--- src/rtl/clock_route_pkg.sv ---
// Shared types and helpers for the clock route switch sequencer.
package clock_route_pkg;

  localparam int unsigned MAX_ROUTES = 16;
  localparam int unsigned NUM_ROUTES = 4;
  localparam int unsigned SEL_OFF    = NUM_ROUTES;

  typedef enum logic [1:0] {
    IDLE,
    DIS_WAIT,
    EN_WAIT,
    ERROR
  } seq_state_e;

  // One-hot enable vector for a route index; out-of-range codes yield all-off.
  function automatic logic [MAX_ROUTES-1:0] route_onehot(input logic [4:0] sel);
    route_onehot = '0;
    if (sel < 5'(MAX_ROUTES)) route_onehot[sel[3:0]] = 1'b1;
  endfunction

endpackage

--- src/rtl/clock_route_ack_sync.sv ---
// Multi-flop synchronizer for one asynchronous route acknowledge.
module clock_route_ack_sync #(
  parameter int unsigned SYNC_STAGES = 2
) (
  input  logic clock,
  input  logic async_resetn,
  input  logic async_in,
  output logic sync_out
);

  logic [SYNC_STAGES-1:0] sync_q;

  // NOTE: sequential state uses non-blocking assignments so every flop samples pre-edge values.
  always_ff @(posedge clock or negedge async_resetn) begin
    if (!async_resetn) sync_q <= '0;
    else               sync_q <= {sync_q[SYNC_STAGES-2:0], async_in};
  end

  assign sync_out = sync_q[SYNC_STAGES-1];

endmodule

--- src/rtl/clock_route_switch_sequencer.sv ---
// Break-before-make route switch: drop the old enable, wait for its ack to
// fall, then raise the new enable and wait for its ack; every wait is bounded.
module clock_route_switch_sequencer
  import clock_route_pkg::*;
#(
  parameter int unsigned NUM_ROUTES     = clock_route_pkg::NUM_ROUTES,
  parameter int unsigned SEL_W          = $clog2(NUM_ROUTES) + 1,
  parameter int unsigned SYNC_STAGES    = 2,
  parameter int unsigned TIMEOUT_CYCLES = 1024
) (
  input  logic                  clock,
  input  logic                  async_resetn,
  input  logic                  req_valid,
  input  logic [SEL_W-1:0]      req_sel,
  output logic                  req_ready,
  output logic [NUM_ROUTES-1:0] route_enable,
  input  logic [NUM_ROUTES-1:0] route_enable_ack,
  output logic [SEL_W-1:0]      active_sel,
  output logic                  active_valid,
  output logic                  busy,
  output logic                  timeout_err,
  input  logic                  err_clear
);

  localparam int unsigned      CNT_W     = $clog2(TIMEOUT_CYCLES);
  localparam int unsigned      IDX_W     = $clog2(NUM_ROUTES);
  localparam logic [SEL_W-1:0] ROUTE_OFF = SEL_W'(NUM_ROUTES);

  seq_state_e            state, state_nxt;
  logic [SEL_W-1:0]      target, target_nxt, active_sel_nxt, en_sel;
  logic                  active_valid_nxt, timeout_err_nxt;
  logic [NUM_ROUTES-1:0] route_enable_nxt, ack_sync;
  logic [CNT_W-1:0]      wait_cnt, wait_cnt_nxt;
  logic                  old_ack, target_ack, expired, req_in_range;

  for (genvar i = 0; i < NUM_ROUTES; i++) begin : g_ack_sync
    clock_route_ack_sync #(.SYNC_STAGES(SYNC_STAGES)) u_ack_sync (
      .clock        (clock),
      .async_resetn (async_resetn),
      .async_in     (route_enable_ack[i]),
      .sync_out     (ack_sync[i])
    );
  end

  // active_sel still names the old route while its ack drains in DIS_WAIT.
  assign old_ack      = ack_sync[active_sel[IDX_W-1:0]];
  assign target_ack   = ack_sync[target[IDX_W-1:0]];
  assign expired      = (wait_cnt == CNT_W'(TIMEOUT_CYCLES - 1));
  assign req_in_range = (req_sel < ROUTE_OFF);
  assign en_sel       = (state == IDLE) ? req_sel : target;

  assign req_ready = (state == IDLE);
  assign busy      = (state == DIS_WAIT) || (state == EN_WAIT);

  // NOTE: every combinational output gets a default first so no path infers a latch.
  always_comb begin
    state_nxt        = state;
    target_nxt       = target;
    active_sel_nxt   = active_sel;
    active_valid_nxt = active_valid;
    route_enable_nxt = route_enable;
    timeout_err_nxt  = timeout_err;
    wait_cnt_nxt     = wait_cnt + 1'b1;

    case (state)
      IDLE: begin
        wait_cnt_nxt = '0;
        if (req_valid && !(active_valid && req_sel == active_sel)) begin
          target_nxt = req_in_range ? req_sel : ROUTE_OFF;
          if (active_valid) begin
            route_enable_nxt = '0;
            active_valid_nxt = 1'b0;
            state_nxt        = DIS_WAIT;
          end else if (req_in_range) begin
            route_enable_nxt = NUM_ROUTES'(route_onehot(5'(en_sel)));
            state_nxt        = EN_WAIT;
          end
        end
      end
      DIS_WAIT: begin
        if (!old_ack) begin
          wait_cnt_nxt = '0;
          if (target < ROUTE_OFF) begin
            route_enable_nxt = NUM_ROUTES'(route_onehot(5'(en_sel)));
            state_nxt        = EN_WAIT;
          end else begin
            state_nxt = IDLE;
          end
        end else if (expired) begin
          state_nxt = ERROR;
        end
      end
      EN_WAIT: begin
        if (target_ack) begin
          active_sel_nxt   = target;
          active_valid_nxt = 1'b1;
          state_nxt        = IDLE;
        end else if (expired) begin
          state_nxt = ERROR;
        end
      end
      ERROR: begin
        wait_cnt_nxt = '0;
        if (err_clear) begin
          timeout_err_nxt = 1'b0;
          state_nxt       = IDLE;
        end
      end
      default: state_nxt = IDLE;
    endcase

    // Any timeout lands in the safe all-off state.
    if (state_nxt == ERROR && state != ERROR) begin
      route_enable_nxt = '0;
      active_valid_nxt = 1'b0;
      timeout_err_nxt  = 1'b1;
    end
  end

  always_ff @(posedge clock or negedge async_resetn) begin
    if (!async_resetn) begin
      state        <= IDLE;
      target       <= '0;
      active_sel   <= '0;
      active_valid <= 1'b0;
      route_enable <= '0;
      timeout_err  <= 1'b0;
      wait_cnt     <= '0;
    end else begin
      state        <= state_nxt;
      target       <= target_nxt;
      active_sel   <= active_sel_nxt;
      active_valid <= active_valid_nxt;
      route_enable <= route_enable_nxt;
      timeout_err  <= timeout_err_nxt;
      wait_cnt     <= wait_cnt_nxt;
    end
  end

  a_enable_onehot : assert property (@(posedge clock) disable iff (!async_resetn)
    $countones(route_enable) <= 1);

endmodule
--- config.mk ---
export PLATFORM = sky130hd
export DESIGN_NAME = clock_route_switch_sequencer
export DESIGN_NICKNAME = d
export VERILOG_FILES = /design/src/rtl/clock_route_pkg.sv /design/src/rtl/clock_route_ack_sync.sv /design/src/rtl/clock_route_switch_sequencer.sv
export SDC_FILE = /design/constraint.sdc
export NUM_CORES = 1
export LEC_CHECK = 0
export CAP_MARGIN = 20
export CORE_ASPECT_RATIO = 1.1
export CORE_MARGIN = 2
export CORE_UTILIZATION = 25
export DETAILED_ROUTE_END_ITERATION = 16
export HOLD_SLACK_MARGIN = 0.1
export PLACE_DENSITY_LB_ADDON = 0.05
export SYNTH_ARGS = -nofsm -noshare
export SYNTH_HDL_FRONTEND = slang
export SYNTH_SLANG_ARGS = --single-unit
--- constraint.sdc ---
create_clock -name clock -period 2.5 [get_ports clock]
set_input_delay 0.375 -clock clock [delete_from_list [all_inputs] [get_ports clock]]
set_output_delay 0.375 -clock clock [all_outputs]
set_load 0.02 [all_outputs]
==> summary.md, run 1 <==
| Metric | Value |
|---|---|
| Status | finished clean |
| Clock transition at path regs | roughly 0.070 ns |
| Crit. End Element | primary output |
| DP Wirelength | 2730 um |
| DRC viols | 0 |
| Top Metal Used | met4 |
| DRT Pass-1 Iters | 4 |
| Clock power share | 20.2% |
| Via count | 1225 |
| Arrival time worst endpoint | 1.94 ns |
| Met2 routed WL | 1850 um |
| Gpl congestion | 0.756 |
| Top cells by area, synth | dfrtp_1 (49%), xor2_1 (4.8%), mux2_2 (4.1%) |
| Core area | 6230 um2 |
| PwrDens | between 1000 and 1500 nW/um2 |
| Max-slew violation count | 0 |
| Synth warnings | 0 |
| Layout area overhead | 28.4% |
| Syn Std Cell Area | 1630 um2 |
| CTS Hold Bufs | 0 |
| Initial antenna violation count | 0 |
| Vias in the first global route | 1310 |
| Worst-path cell chain | inv_1 -> ha_1 -> clkdlybuf4s50_1 |
| WL per Instance | between 10 and 15 um |
| Hold Vio Cnt, Final | 0 |
| Reg power frac | between 30% and 40% |
| Net Sw Frac | 38.4% |
| Unrepaired setup endpoints after global routing | no |
| M1 WL | 1620 um |
| Final net count | 197 |
| Largest net degree at the start of global routing | 33 |
| CP Launch Type | flip-flop |
| Net count after synthesis | 164 |
| CTS buffer count | 5 |
| P_sw | around 0.95 mW |
| Part of the power in combinational logic | 49.1% |
| Detailed Route Iter0 Violations | 66 |
| Buffers on Ports | 21 |
| Clock Latency Late Sink | 0.28 ns |
| Routed Wire Length | between 3000 and 4000 um |
| Depth of the CTS H-tree | 2 |
| GR Overflow Total | 0 |
| First-pass GRT wire length | 6400 um |
| Met3 routed WL | 134 um |
| # diodes | 0 |
| Fin Clk Skew | 0.00851 ns |
| Post-layout min period | 2.32 ns |
| Setup CP Type | flip-flop to primary output |
| Post-Synth XOR/XNOR Area | 5.90% |
| TritonCTS clock tree | yes |
| Die Span X | 81.0 um |
| Top FF cell, synth | dfrtp_1 |
| Avg Vias per Cell | 4.68 |
| PostCTS Resize Cnt | 0 |
| # Max-Cap Violations | 0 |
| Crit path largest cell delay | 0.71 ns |
| Main combinational cell family by area after synthesis | simple AND/OR/NAND/NOR gates |
| FMAX | about 0.43 GHz |
| I/O pins | 22 |
| Post-Synthesis Cells | 148 |
| Sink Count | 32 |
| Starting density of the core | 26.2% |
| WP data required | 2.12 ns |
| Row count | 30 |
| Final setup vio count | 0 |
| Filler cell count | 655 |
| Post-CTS repair timing setup buffer count | 0 |
| Synth unique cells | 40 |
| Yosys top cell area share | 49.1% |
| CP Max Fanout | 12 |
| Largest area contributor in the netlist | dfrtp_1 |
| Synthesized area per cell | 11.0 um2 |
| Max-slew headroom at the worst pin | between 60% and 70% |
| Die Y | 88.7 um |
| Synth Area in Compound Gates | 15.5% |
| Root Buffer | clkbuf_8 |
| Leakage dissipation | 0.900 nW |
| Int Power | 1.52 mW |
| GRT Util Overall | 12.0% |
| Simple-gate portion of the synthesized area | about 15% |
| Period utilization | 92.6% |
| Peak supply drop | between 0.3 and 0.4 mV |
| Tightest Hold Check Type | flip-flop to flip-flop |
| Clk buf depth | 2 |
| Fin util | between 30% and 40% |
| Post-DRT Antenna Nets | 0 |
| Post-synth EDFFs | 0 |
| Hold_ws | 0.353 ns |
| Mux share of post-synthesis cell area | 8.13% |
| Register area share after synthesis | 49.1% |
| Post-Synth Adder-Cell Area | 3.83% |
| Total Negative Setup Slacks | 0 ns |
| Ys async rst share | 100% |
| Fraction of layout cells with a size suffix above 1 | 14.8% |
| Crit path max-delay cell type | clkdlybuf4s50_1 |
| Die area | 7190 um2 |
| Count of state elements after synthesis | 32 |
| Slew @ Worst Pin | 0.481 ns |
power by group through the flow:
stage / combinational [mW] / clock (mW) / sequential [mW]
after detailed placement: 1.23 / 0 / 0.778
after floorplan: 0.722 / 0 / 0.816
after CTS: 1.23 / 0.517 / 0.767
final: 1.21 / 0.499 / 0.759
after global placement: 1.24 / 0 / 0.773
after global routing: 1.35 / 0.544 / 0.789
stage by stage:
stage          instances  power [mW]  worst slack [ns]  cell area [um2]
3_5_place_dp         254        2.00             0.165             1990
6_report             262        2.47             0.185             2090
3_3_place_gp         254        2.01             0.141             1990
5_1_grt              262        2.69            0.0168             2090
4_1_cts              262        2.52             0.145             2090
2_1_floorplan        148        1.54             0.351             1630
path summary, 6_finish.rpt:
path | depth (start not counted) | from | slack, ns | endpoint
setup / recovery | 3 | state[1]$_DFF_PN0_ | 0.18 | req_ready
setup reg to reg | 6 | state[1]$_DFF_PN0_ | 0.34 | route_enable[0]$_DFFE_PN0P_
hold reg to reg | 0 | g_ack_sync[0].u_ack_sync.sync_q[0]$_DFF_PN0_ | 0.35 | g_ack_sync[0].u_ack_sync.sync_q[1]$_DFF_PN0_
min in group asynchronous | 2 | async_resetn | 0.48 | route_enable[1]$_DFFE_PN0P_
max in group asynchronous | 2 | async_resetn | 1.71 | g_ack_sync[2].u_ack_sync.sync_q[0]$_DFF_PN0_
hold / removal | 0 | g_ack_sync[0].u_ack_sync.sync_q[0]$_DFF_PN0_ | 0.35 | g_ack_sync[0].u_ack_sync.sync_q[1]$_DFF_PN0_
flip-flops by register name (all words and copies together), names as in the netlist:
signal,count
active_sel,3
active_valid,1
g_ack_sync.u_ack_sync.sync_q,8
route_enable,4
state,2
target,3
timeout_err,1
wait_cnt,10
final cells by class:
cell class / count / area [um2] / area share (%)
clock inverter: 2 / 35.0 / 1.67
timing repair buffer: 28 / 263 / 12.5
multi-input combinational: 107 / 797 / 38.1
tap: 80 / 100 / 4.78
inverter: 7 / 26.3 / 1.25
clock buffer: 6 / 72.6 / 3.46
sequential: 32 / 801 / 38.2
cells in the final DEF (no fill, tap or decap), types with 2 or more instances in the layout:
master,instances
a31oi_1,2
o21ai_0,7
a22oi_1,4
nand2b_1,2
clkbuf_8,5
inv_1,7
nand3_1,6
o221ai_1,2
and4_1,2
and2_1,2
a21oi_1,3
a31o_2,2
xor2_1,9
nand3b_1,2
buf_4,7
or4_1,4
o311ai_0,2
nand2_1,7
mux4_2,2
dfrtp_1,32
nor2_1,13
ha_1,5
o211ai_1,2
o21a_1,3
clkdlybuf4s50_1,21
mux2_2,6
nor2b_1,3
mux2i_1,2
xnor2_1,2
metal layers:
metal  track usage, %  up-vias
met5                0        -
met4             4.62        0
met3             3.57        5
met2             20.8       20
met1             13.8      589
li1                 -      611
cells in the mapped netlist, types with 3 or more instances:
master / count
dfrtp_1: 32
nand3_1: 6
ha_1: 5
mux2_2: 6
a21oi_1: 3
o21ai_0: 7
o21a_1: 3
nand2_1: 7
or4_1: 4
inv_1: 7
nor2b_1: 3
a22oi_1: 4
xor2_1: 9
nor2_1: 13
kinds of logic (layout without fill, tap and decap cells):
| kind of cell | Yosys count | in the layout |
|---|---|---|
| AOI/OAI and AO/OA | 34 | 34 |
| xor gates and xnor gates | 11 | 11 |
| adders and majority gates | 5 | 5 |
| buffers and inverters | 9 | 43 |
| DFF | 32 | 32 |
| muxes | 10 | 10 |
| and+or+nand+nor | 47 | 47 |
critical path, delay by kind of cell (launching register included):
| family | cells | cell delay [ns] |
|---|---|---|
| buf+inv | 2 | 0.82 |
| fa+ha+maj | 1 | 0.47 |
| flops | 1 | 0.38 |
No activity file was read; power rests on OpenSTA's default activity.
==> run 2: changes to the inputs <==
Settings changed: SLEW_MARGIN set to 0.
==> results of run 2 <==
Same layout as run 1: the final DEF is identical, and so are final timing and power.
